<file path="src/rtl/miter_lockstep_monitor.sv">
// Lockstep divergence monitor for a two-copy miter.
// It latches the first cycle in which the unmasked observation channels of copies A and B disagree.
module miter_lockstep_monitor #(
  parameter int NUM_CH        = 4,
  parameter int CH_W          = 64,
  parameter int CNT_W         = 32,
  parameter int SETTLE_CYCLES = 8
) (
  input  logic                     clk_i,
  input  logic                     rst_ni,
  input  logic                     en_i,
  input  logic                     clr_i,
  input  logic                     mode_i,
  input  logic [NUM_CH-1:0]        mask_i,
  input  logic [NUM_CH-1:0]        valid_a_i,
  input  logic [NUM_CH-1:0]        valid_b_i,
  input  logic [NUM_CH*CH_W-1:0]   data_a_i,
  input  logic [NUM_CH*CH_W-1:0]   data_b_i,
  output logic                     active_o,
  output logic                     diverged_o,
  output logic [NUM_CH-1:0]        div_ch_o,
  output logic [CNT_W-1:0]         div_cycle_o,
  output logic [CNT_W-1:0]         cycle_cnt_o,
  output logic [1:0]               state_o
);

  typedef enum logic [1:0] {
    S_IDLE     = 2'd0,
    S_SETTLE   = 2'd1,
    S_MONITOR  = 2'd2,
    S_DIVERGED = 2'd3
  } state_e;

  localparam int SW = (SETTLE_CYCLES > 0) ? $clog2(SETTLE_CYCLES + 1) : 1;
  localparam logic [SW-1:0]    SETTLE_LOAD = SW'(SETTLE_CYCLES);
  localparam logic [CNT_W-1:0] CNT_MAX     = '1;

  state_e              state_q, state_d;
  logic [SW-1:0]       settle_q, settle_d;
  logic [CNT_W-1:0]    cnt_q, cnt_d;
  logic [CNT_W-1:0]    div_cycle_q, div_cycle_d;
  logic [NUM_CH-1:0]   div_ch_q, div_ch_d;
  logic                diverged_q, diverged_d;
  logic                mode_q, mode_d;
  logic [NUM_CH-1:0]   mask_q, mask_d;
  logic [NUM_CH-1:0]   mism;

  // Data only counts when both copies claim a valid event on that channel.
  for (genvar gi = 0; gi < NUM_CH; gi++) begin : g_ch
    assign mism[gi] = !mask_q[gi] &&
                      ((valid_a_i[gi] != valid_b_i[gi]) ||
                       (mode_q && valid_a_i[gi] && valid_b_i[gi] &&
                        (data_a_i[gi*CH_W +: CH_W] != data_b_i[gi*CH_W +: CH_W])));
  end

  always_comb begin
    state_d     = state_q;
    settle_d    = settle_q;
    cnt_d       = cnt_q;
    div_cycle_d = div_cycle_q;
    div_ch_d    = div_ch_q;
    diverged_d  = diverged_q;
    mode_d      = mode_q;
    mask_d      = mask_q;
    if (clr_i) begin
      state_d     = S_IDLE;
      settle_d    = '0;
      cnt_d       = '0;
      div_cycle_d = '0;
      div_ch_d    = '0;
      diverged_d  = 1'b0;
    end else begin
      unique case (state_q)
        S_IDLE: begin
          if (en_i) begin
            mode_d   = mode_i;
            mask_d   = mask_i;
            cnt_d    = '0;
            settle_d = SETTLE_LOAD;
            state_d  = (SETTLE_CYCLES == 0) ? S_MONITOR : S_SETTLE;
          end
        end
        S_SETTLE: begin
          if (!en_i) begin
            state_d = S_IDLE;
          end else begin
            settle_d = settle_q - SW'(1);
            if (settle_q == SW'(1)) state_d = S_MONITOR;
          end
        end
        S_MONITOR: begin
          // A mismatch outranks disarming in the same cycle.
          if (|mism) begin
            state_d     = S_DIVERGED;
            div_ch_d    = mism;
            div_cycle_d = cnt_q;
            diverged_d  = 1'b1;
          end else begin
            if (cnt_q != CNT_MAX) cnt_d = cnt_q + CNT_W'(1);
            if (!en_i) state_d = S_IDLE;
          end
        end
        S_DIVERGED: ;
        default: state_d = S_IDLE;
      endcase
    end
  end

  always_ff @(posedge clk_i or negedge rst_ni) begin
    if (!rst_ni) begin
      state_q     <= S_IDLE;
      settle_q    <= '0;
      cnt_q       <= '0;
      div_cycle_q <= '0;
      div_ch_q    <= '0;
      diverged_q  <= 1'b0;
      mode_q      <= 1'b0;
      mask_q      <= '0;
    end else begin
      state_q     <= state_d;
      settle_q    <= settle_d;
      cnt_q       <= cnt_d;
      div_cycle_q <= div_cycle_d;
      div_ch_q    <= div_ch_d;
      diverged_q  <= diverged_d;
      mode_q      <= mode_d;
      mask_q      <= mask_d;
    end
  end

  assign active_o    = (state_q == S_MONITOR);
  assign diverged_o  = diverged_q;
  assign div_ch_o    = div_ch_q;
  assign div_cycle_o = div_cycle_q;
  assign cycle_cnt_o = cnt_q;
  assign state_o     = state_q;

endmodule

</file>
<file path="config.mk">
export PLATFORM = sky130hd
export DESIGN_NAME = miter_lockstep_monitor
export DESIGN_NICKNAME = d
export VERILOG_FILES = /design/src/rtl/miter_lockstep_monitor.sv
export SDC_FILE = /design/constraint.sdc
export NUM_CORES = 1
export LEC_CHECK = 0
export CELL_PAD_IN_SITES_DETAIL_PLACEMENT = 1
export CELL_PAD_IN_SITES_GLOBAL_PLACEMENT = 2
export CORE_AREA = 3 3 232 234
export DETAILED_ROUTE_END_ITERATION = 16
export DIE_AREA = 0 0 235 237
export PLACE_DENSITY = 0.66
export SLEW_MARGIN = 20
export SYNTH_ARGS = -nofsm -noshare
export SYNTH_HDL_FRONTEND = slang
export SYNTH_SLANG_ARGS = --single-unit
</file>
<file path="constraint.sdc">
create_clock -name clk_i -period 3.4 [get_ports clk_i]
set_clock_uncertainty 0.2 [all_clocks]
set_input_delay 0.34 -clock clk_i [delete_from_list [all_inputs] [get_ports clk_i]]
set_output_delay 0.34 -clock clk_i [all_outputs]
set_load 0.1 [all_outputs]
</file>
==> reports/results.tsv, run 1 <==
metric	value	unit
outcome	finished clean	
Setup crit start	data_b_i[54]	
hold_ws	298	ps
fill count	6063	
Mapped Nets	1305	
RSZ-0062 raised after global routing	true	
via count	8678	
max-cap viol count	0	
Place WS	-869	ps
worst-margin pin slew	1000	ps
Worst setup endpoint	div_cycle_o[15]	
Total Routed Length	46900	um
VDD IR-drop max	0.000218	V
r2r startpoint	cycle_cnt_o[0]	
Hold Crit Depth	1	
Reg2Reg Setup Slack	440	ps
post-synthesis cell area	6910	um^2
hpwl dp	39900	um
Die Area	55700	um^2
post-synth top area share	29.0	%
Die Wd	235	um
CP Launch Type	input port	
initial DRC count	215	
r2r endpoint	cycle_cnt_o[19]	
Final Setup Violations	0	
ranking of synthesized cells by area	dfrtp_1 29%, xor2_1 28%, nor4_1 5.2%, a22o_1 4.4%, xnor2_1 4.1%	
clk_lat worst skew	350	ps
LEAKAGE	6.01	nW
CTS sink cnt	80	
required time worst endpoint	3440	ps
Final WS setup	97.1	ps
GRT Util Overall	15.8	%
area growth from synthesis to layout	115	%
Chip Height	237	um
Post-Syn Instances	770	
Worst slew margin	32.8	%
Tot Pwr	3.95	mW
Reg2Reg Depth	11	
DRC Markers	0	
largest net degree at the start of global routing	56	
core footprint	52200	um^2
fin nets	1943	
TritonCTS Buffers	9	
Syn Area/Cell	8.98	um^2
minimum clock period	3300	ps
CTS tree	done	
Reg clk slew, reported paths	70	ps
Core Rows	84	
I/O pin total	601	
Setup CP Type	in2reg	
Slew Limit Fails	0	
Critical Path Slowest Stage Cell	or4_4	
Clock Tree Root	clkbuf_16	
vias in the first global route	9466	
initial antenna violation count	15	
Netlist cell types	48	
CTS Buffer Depth	2	
crit-path cells	clkdlybuf4s50_1, xor2_1, nor4_4, buf_4, nand4_1, nor3_2, a21oi_2, or4_4, clkbuf_16, and2_4, clkbuf_16, a22o_1	
period utilization	97.1	%
crit path max fanout	6	
Post-synth top flop	dfrtp_1	
setup TNS	0	ps
Hold Path Class	reg2reg	
DRT Pass-1 Iters	4	
first-pass GRT wire length	65500	um
Via density	4.12	
layout cells sized above 1	12.5	%
dominant cell type by area after synthesis	dfrtp_1	
post-synthesis register bit count	80	
PwrDens	267	nW/um^2
ys async rst share	100	%
final hold violation count	0	
post-route antenna net violation count	0	
Worst setup EP type	flop	
Critical Path AT	3340	ps
CP most frequent cell	clkbuf_16	
final RePlAce weighted congestion	0.930	
CTS H-tree lvls	3	
total gr overflow	0	
Fmax achieved	303	MHz
Initial Util	13.2	%
number of synthesized flops with an enable pin	0	
crit-path max cell delay	620	ps
Avg WL per Cell	22.3	um
Seq/Total Area, Yosys	29.0	%
Syn. warnings	0	
Port Buffer Count	600	
==> worst max-delay path, delay by kind of cell <==
| kind | cells | cell delay [ps] |
|---|---|---|
| and+or+nand+nor | 5 | 1490 |
| buffers and inverters | 4 | 950 |
| AOI/OAI and AO/OA | 2 | 360 |
| xor gates and xnor gates | 1 | 190 |
==> synthesized netlist by cell type, types with 11 or more instances <==
library cell,instances
nor2_1,25
nand3_1,34
clkbuf_1,22
nor3_1,16
dfrtp_1,80
o311ai_0,12
nor4_1,58
xor2_1,224
a22o_1,35
o211ai_1,13
nand2_1,51
buf_2,11
xnor2_1,32
or4_1,15
nand4_1,27
==> stage by stage <==
step / util, % / cells / cell area [um^2]
after floorplan: - / 770 / 6930
after global placement: 26.9 / 2077 / 14000
after detailed placement: 26.9 / 2077 / 14000
after CTS: 27.7 / 2094 / 14500
after global routing: 28.4 / 2107 / 14800
final: 28.4 / 2107 / 14800
==> registers in the layout, indices dropped and copies added (netlist names) <==
signal and cells:
mask_q 4, div_cycle_o 32, state_o 2, diverged_o 1, cycle_cnt_o 32, mode_q 1
settle_q 4, div_ch_o 4
==> final cells by class <==
class / count / area, um^2 / share of cell area, %
Sequential cell: 80 / 2000 / 13.5
Clock buffer: 10 / 239 / 1.61
Multi-Input combinational cell: 645 / 5000 / 33.7
Timing Repair Buffer: 662 / 6630 / 44.7
Tap cell: 688 / 861 / 5.80
Clock inverter: 6 / 50.0 / 0.337
Inverter: 10 / 37.5 / 0.253
Antenna cell: 6 / 15.0 / 0.101
==> repair_timing <==
| action | CTS | global route |
|---|---|---|
| endpoints found under the hold margin | 53 | 0 |
| endpoints found under the setup margin | 71 | 59 |
| hold buffers | 1 | 0 |
| gates cloned | 0 | 7 |
| pin swaps | 6 | 27 |
| resized for setup | 19 | 51 |
| setup buffers | 0 | 1 |
==> cells in the final DEF, fill, tap and decap left out, types with 14 or more instances in the layout <==
cell type and n:
nor4_1 38, dfrtp_1 78, nand2_1 51, nand4_1 27
xor2_1 222, nor2_1 24, xnor2_1 32, dlymetal6s2s_1 20
nand3_1 34, a22o_1 35, nor4_2 19, or4_1 14
buf_4 89, clkdlybuf4s50_1 536, clkbuf_16 15
==> cell families (layout without fill, tap and decap cells) <==
| kind of cell | count (synthesis) | count (layout) | synth area share, % |
|---|---|---|---|
| and+or+nand+nor | 264 | 264 | 20.8 |
| adders and majority gates | 6 | 6 | 1.09 |
| other | 0 | 6 | 0 |
| AOI/OAI and AO/OA | 109 | 109 | 12.5 |
| xor gates and xnor gates | 256 | 256 | 32.4 |
| buffers and inverters | 45 | 688 | 2.77 |
| DFF | 80 | 80 | 29.0 |
| muxes | 10 | 10 | 1.54 |
==> where the power goes <==
group	internal, mW	switching [mW]
Clock	0.523	0.445
Sequential	1.00	0.0703
Combinational	1.07	0.841
==> worst min path at each step <==
stage / end / from / slack, ps
final: div_cycle_o[23] / div_cycle_o[23] / 300
after global routing: div_cycle_o[13] / div_cycle_o[13] / 330
after CTS: div_cycle_o[4] / div_cycle_o[4] / 300
after detailed placement: div_cycle_o[18] / rst_ni / 270
after global placement: div_cycle_o[18] / rst_ni / 270
after floorplan: cycle_cnt_o[0] / rst_ni / -160
==> per-layer routing <==
metal / global-route usage, % / share of wire (%) / vias to the layer above
met2: 28.2 / 50 / 388
met1: 17.3 / 38 / 4134
met3: 6.64 / 9.6 / 59
met4: 3.88 / 1.9 / 12
met5: 0 / 0.16 / -
li1: - / - / 4085
(Power assumes the default switching activity.)
==> inputs of run 2 (changes only) <==
- CORE_AREA: 3 3 232 234 -> 3 3 231 233
- DIE_AREA: 0 0 235 237 -> 0 0 234 236
- PLACE_DENSITY: 0.66 -> 0.67
- clock period: 3.4 -> 3.8 ns (I/O delays scaled with it)
==> reports/results.tsv, run 2 (synthesis gave the netlist of run 1 again) <==
metric	value	unit
outcome	finished clean	
I/O pin total	601	
worst-margin pin slew	1060	ps
total gr overflow	0	
Worst setup EP type	flop	
# placed instances	2061	
Hold Path Class	reg2reg	
CP Launch Type	input port	
largest net degree at the start of global routing	68	
PwrDens	234	nW/um^2
Core Rows	83	
DRT Pass-1 Iters	4	
postcts setup bufs	0	
Clock Tree Root	clkbuf_16	
first-pass GRT wire length	62500	um
via count	8500	
Logic pwr share	45.2	%
final hold violation count	0	
clock share of power	26.2	%
LEAKAGE	5.56	nW
Die Wd	234	um
DRC Markers	0	
Chip Height	236	um
VDD IR-drop max	0.000187	V
period utilization	95.9	%
most frequent cells in the layout	596 x clkdlybuf4s50_1, 224 x xor2_1, 80 x dfrtp_1, 56 x nor4_1, 51 x nand2_1	
CTS Buffer Depth	2	
GRT Util Overall	15.4	%
fin nets	1928	
post-route antenna net violation count	0	
CTS H-tree lvls	3	
CTS sink cnt	80	
max-cap viol count	0	
layout cells sized above 1	6.29	%
register share of total power	28.5	%
area growth from synthesis to layout	108	%
minimum clock period	3640	ps
Total Routed Length	44900	um
initial antenna violation count	13	
Pint	2.21	mW
CTS tree	done	
Final WS setup	157	ps
switch share	34.2	%
Worst slew margin	29.3	%
TritonCTS Buffers	9	
Place WS	-413	ps
final RePlAce weighted congestion	0.869	
vias in the first global route	9306	
Final Setup Violations	0	
clk_lat worst skew	350	ps
Port Buffer Count	600	
Avg WL per Cell	21.6	um
hpwl dp	39000	um
core footprint	51400	um^2
Net Switching	1.15	mW
hold_ws	300	ps
Die Area	55200	um^2
required time worst endpoint	3810	ps
Critical Path AT	3660	ps
non-filler cells in the finished layout	2082	
Tot Pwr	3.36	mW
RSZ-0062 raised after global routing	false	
Setup CP Type	in2reg	
Via density	4.08	
Slew Limit Fails	0	
initial DRC count	255	
Fmax achieved	274	MHz
Initial Util	13.5	%
commonest non-fill, non-tap cell in the layout	clkdlybuf4s50_1	
crit path max fanout	35	
Reg clk slew, reported paths	70	ps
[run 2: cell types whose count changed in the layout (fill, tap and decap cells not counted), sizes merged]
| cell | previous run | this run |
|---|---|---|
| clkdlybuf4s50 | 536 | 596 |
| clkbuf | 16 | 10 |
| diode | 6 | 4 |
| inv | 12 | 13 |
| buf | 99 | 50 |
| dlymetal6s2s | 20 | 0 |
| clkinvlp | 2 | 1 |
[run 2: final cells by class]
| class | instances | area (um^2) |
|---|---|---|
| tap | 680 | 851 |
| fill | 5959 | 37000 |
| timing repair buffer | 647 | 6400 |
| multi-input combinational | 645 | 4780 |
| inverter | 10 | 37.5 |
| clock buffer | 10 | 239 |
| clock inverter | 6 | 51.3 |
| antenna | 4 | 10.0 |
| sequential | 80 | 2000 |
[run 2: through the flow]
step	utilization, %	setup TNS (ps)	cell area (um^2)
after floorplan	-	0	6920
after global placement	27.3	-24150	14000
after detailed placement	27.3	-23100	14000
after CTS	27.9	0	14300
after global routing	28.0	0	14400
final	28.0	0	14400
[run 2: repair_timing]
item                                    4_1_cts  5_1_grt
hold buffers                                  1        0
resized for setup                             1        6
pin swaps                                     0        1
endpoints found under the setup margin       38       46
hold endpoints to repair                      8        0
[run 2: final timing paths]
kind                       cells past startpoint              end  slack, ps             from
setup / recovery                              12  cycle_cnt_o[30]        160    data_a_i[129]
hold / removal                                 1  div_cycle_o[16]        300  div_cycle_o[16]
setup reg to reg                               9  cycle_cnt_o[29]        600  cycle_cnt_o[13]
hold reg to reg                                1  div_cycle_o[16]        300  div_cycle_o[16]
max in group asynchronous                      3  cycle_cnt_o[11]       2110           rst_ni
min in group asynchronous                      2  div_cycle_o[14]        490           rst_ni
[run 2: power groups by stage]
stage / combinational [mW] / sequential (mW) / clock [mW]
after floorplan: 0.521 / 1.01 / 0
after global placement: 1.52 / 0.981 / 0
after detailed placement: 1.53 / 0.982 / 0
after CTS: 1.54 / 0.967 / 0.911
after global routing: 1.65 / 0.972 / 0.942
final: 1.52 / 0.959 / 0.881
[run 2: routing by layer]
layer | global-route usage (%) | routed length [um] | up-vias
met5 | 0 | 93 | -
met4 | 3.41 | 765 | 14
met3 | 5.02 | 4140 | 42
met2 | 28.1 | 22500 | 354
met1 | 17.3 | 17400 | 4047
li1 | - | - | 4043
[run 2: worst max-delay path: stages]
cell and delay [ps]:
clkdlybuf4s50_1 530, xor2_1 210, nor4_2 290, buf_4 150
nand4_1 140, nor3_2 280, a21oi_2 150, or4_2 670
buf_12 200, buf_4 180, o311ai_0 320, nand3_1 130
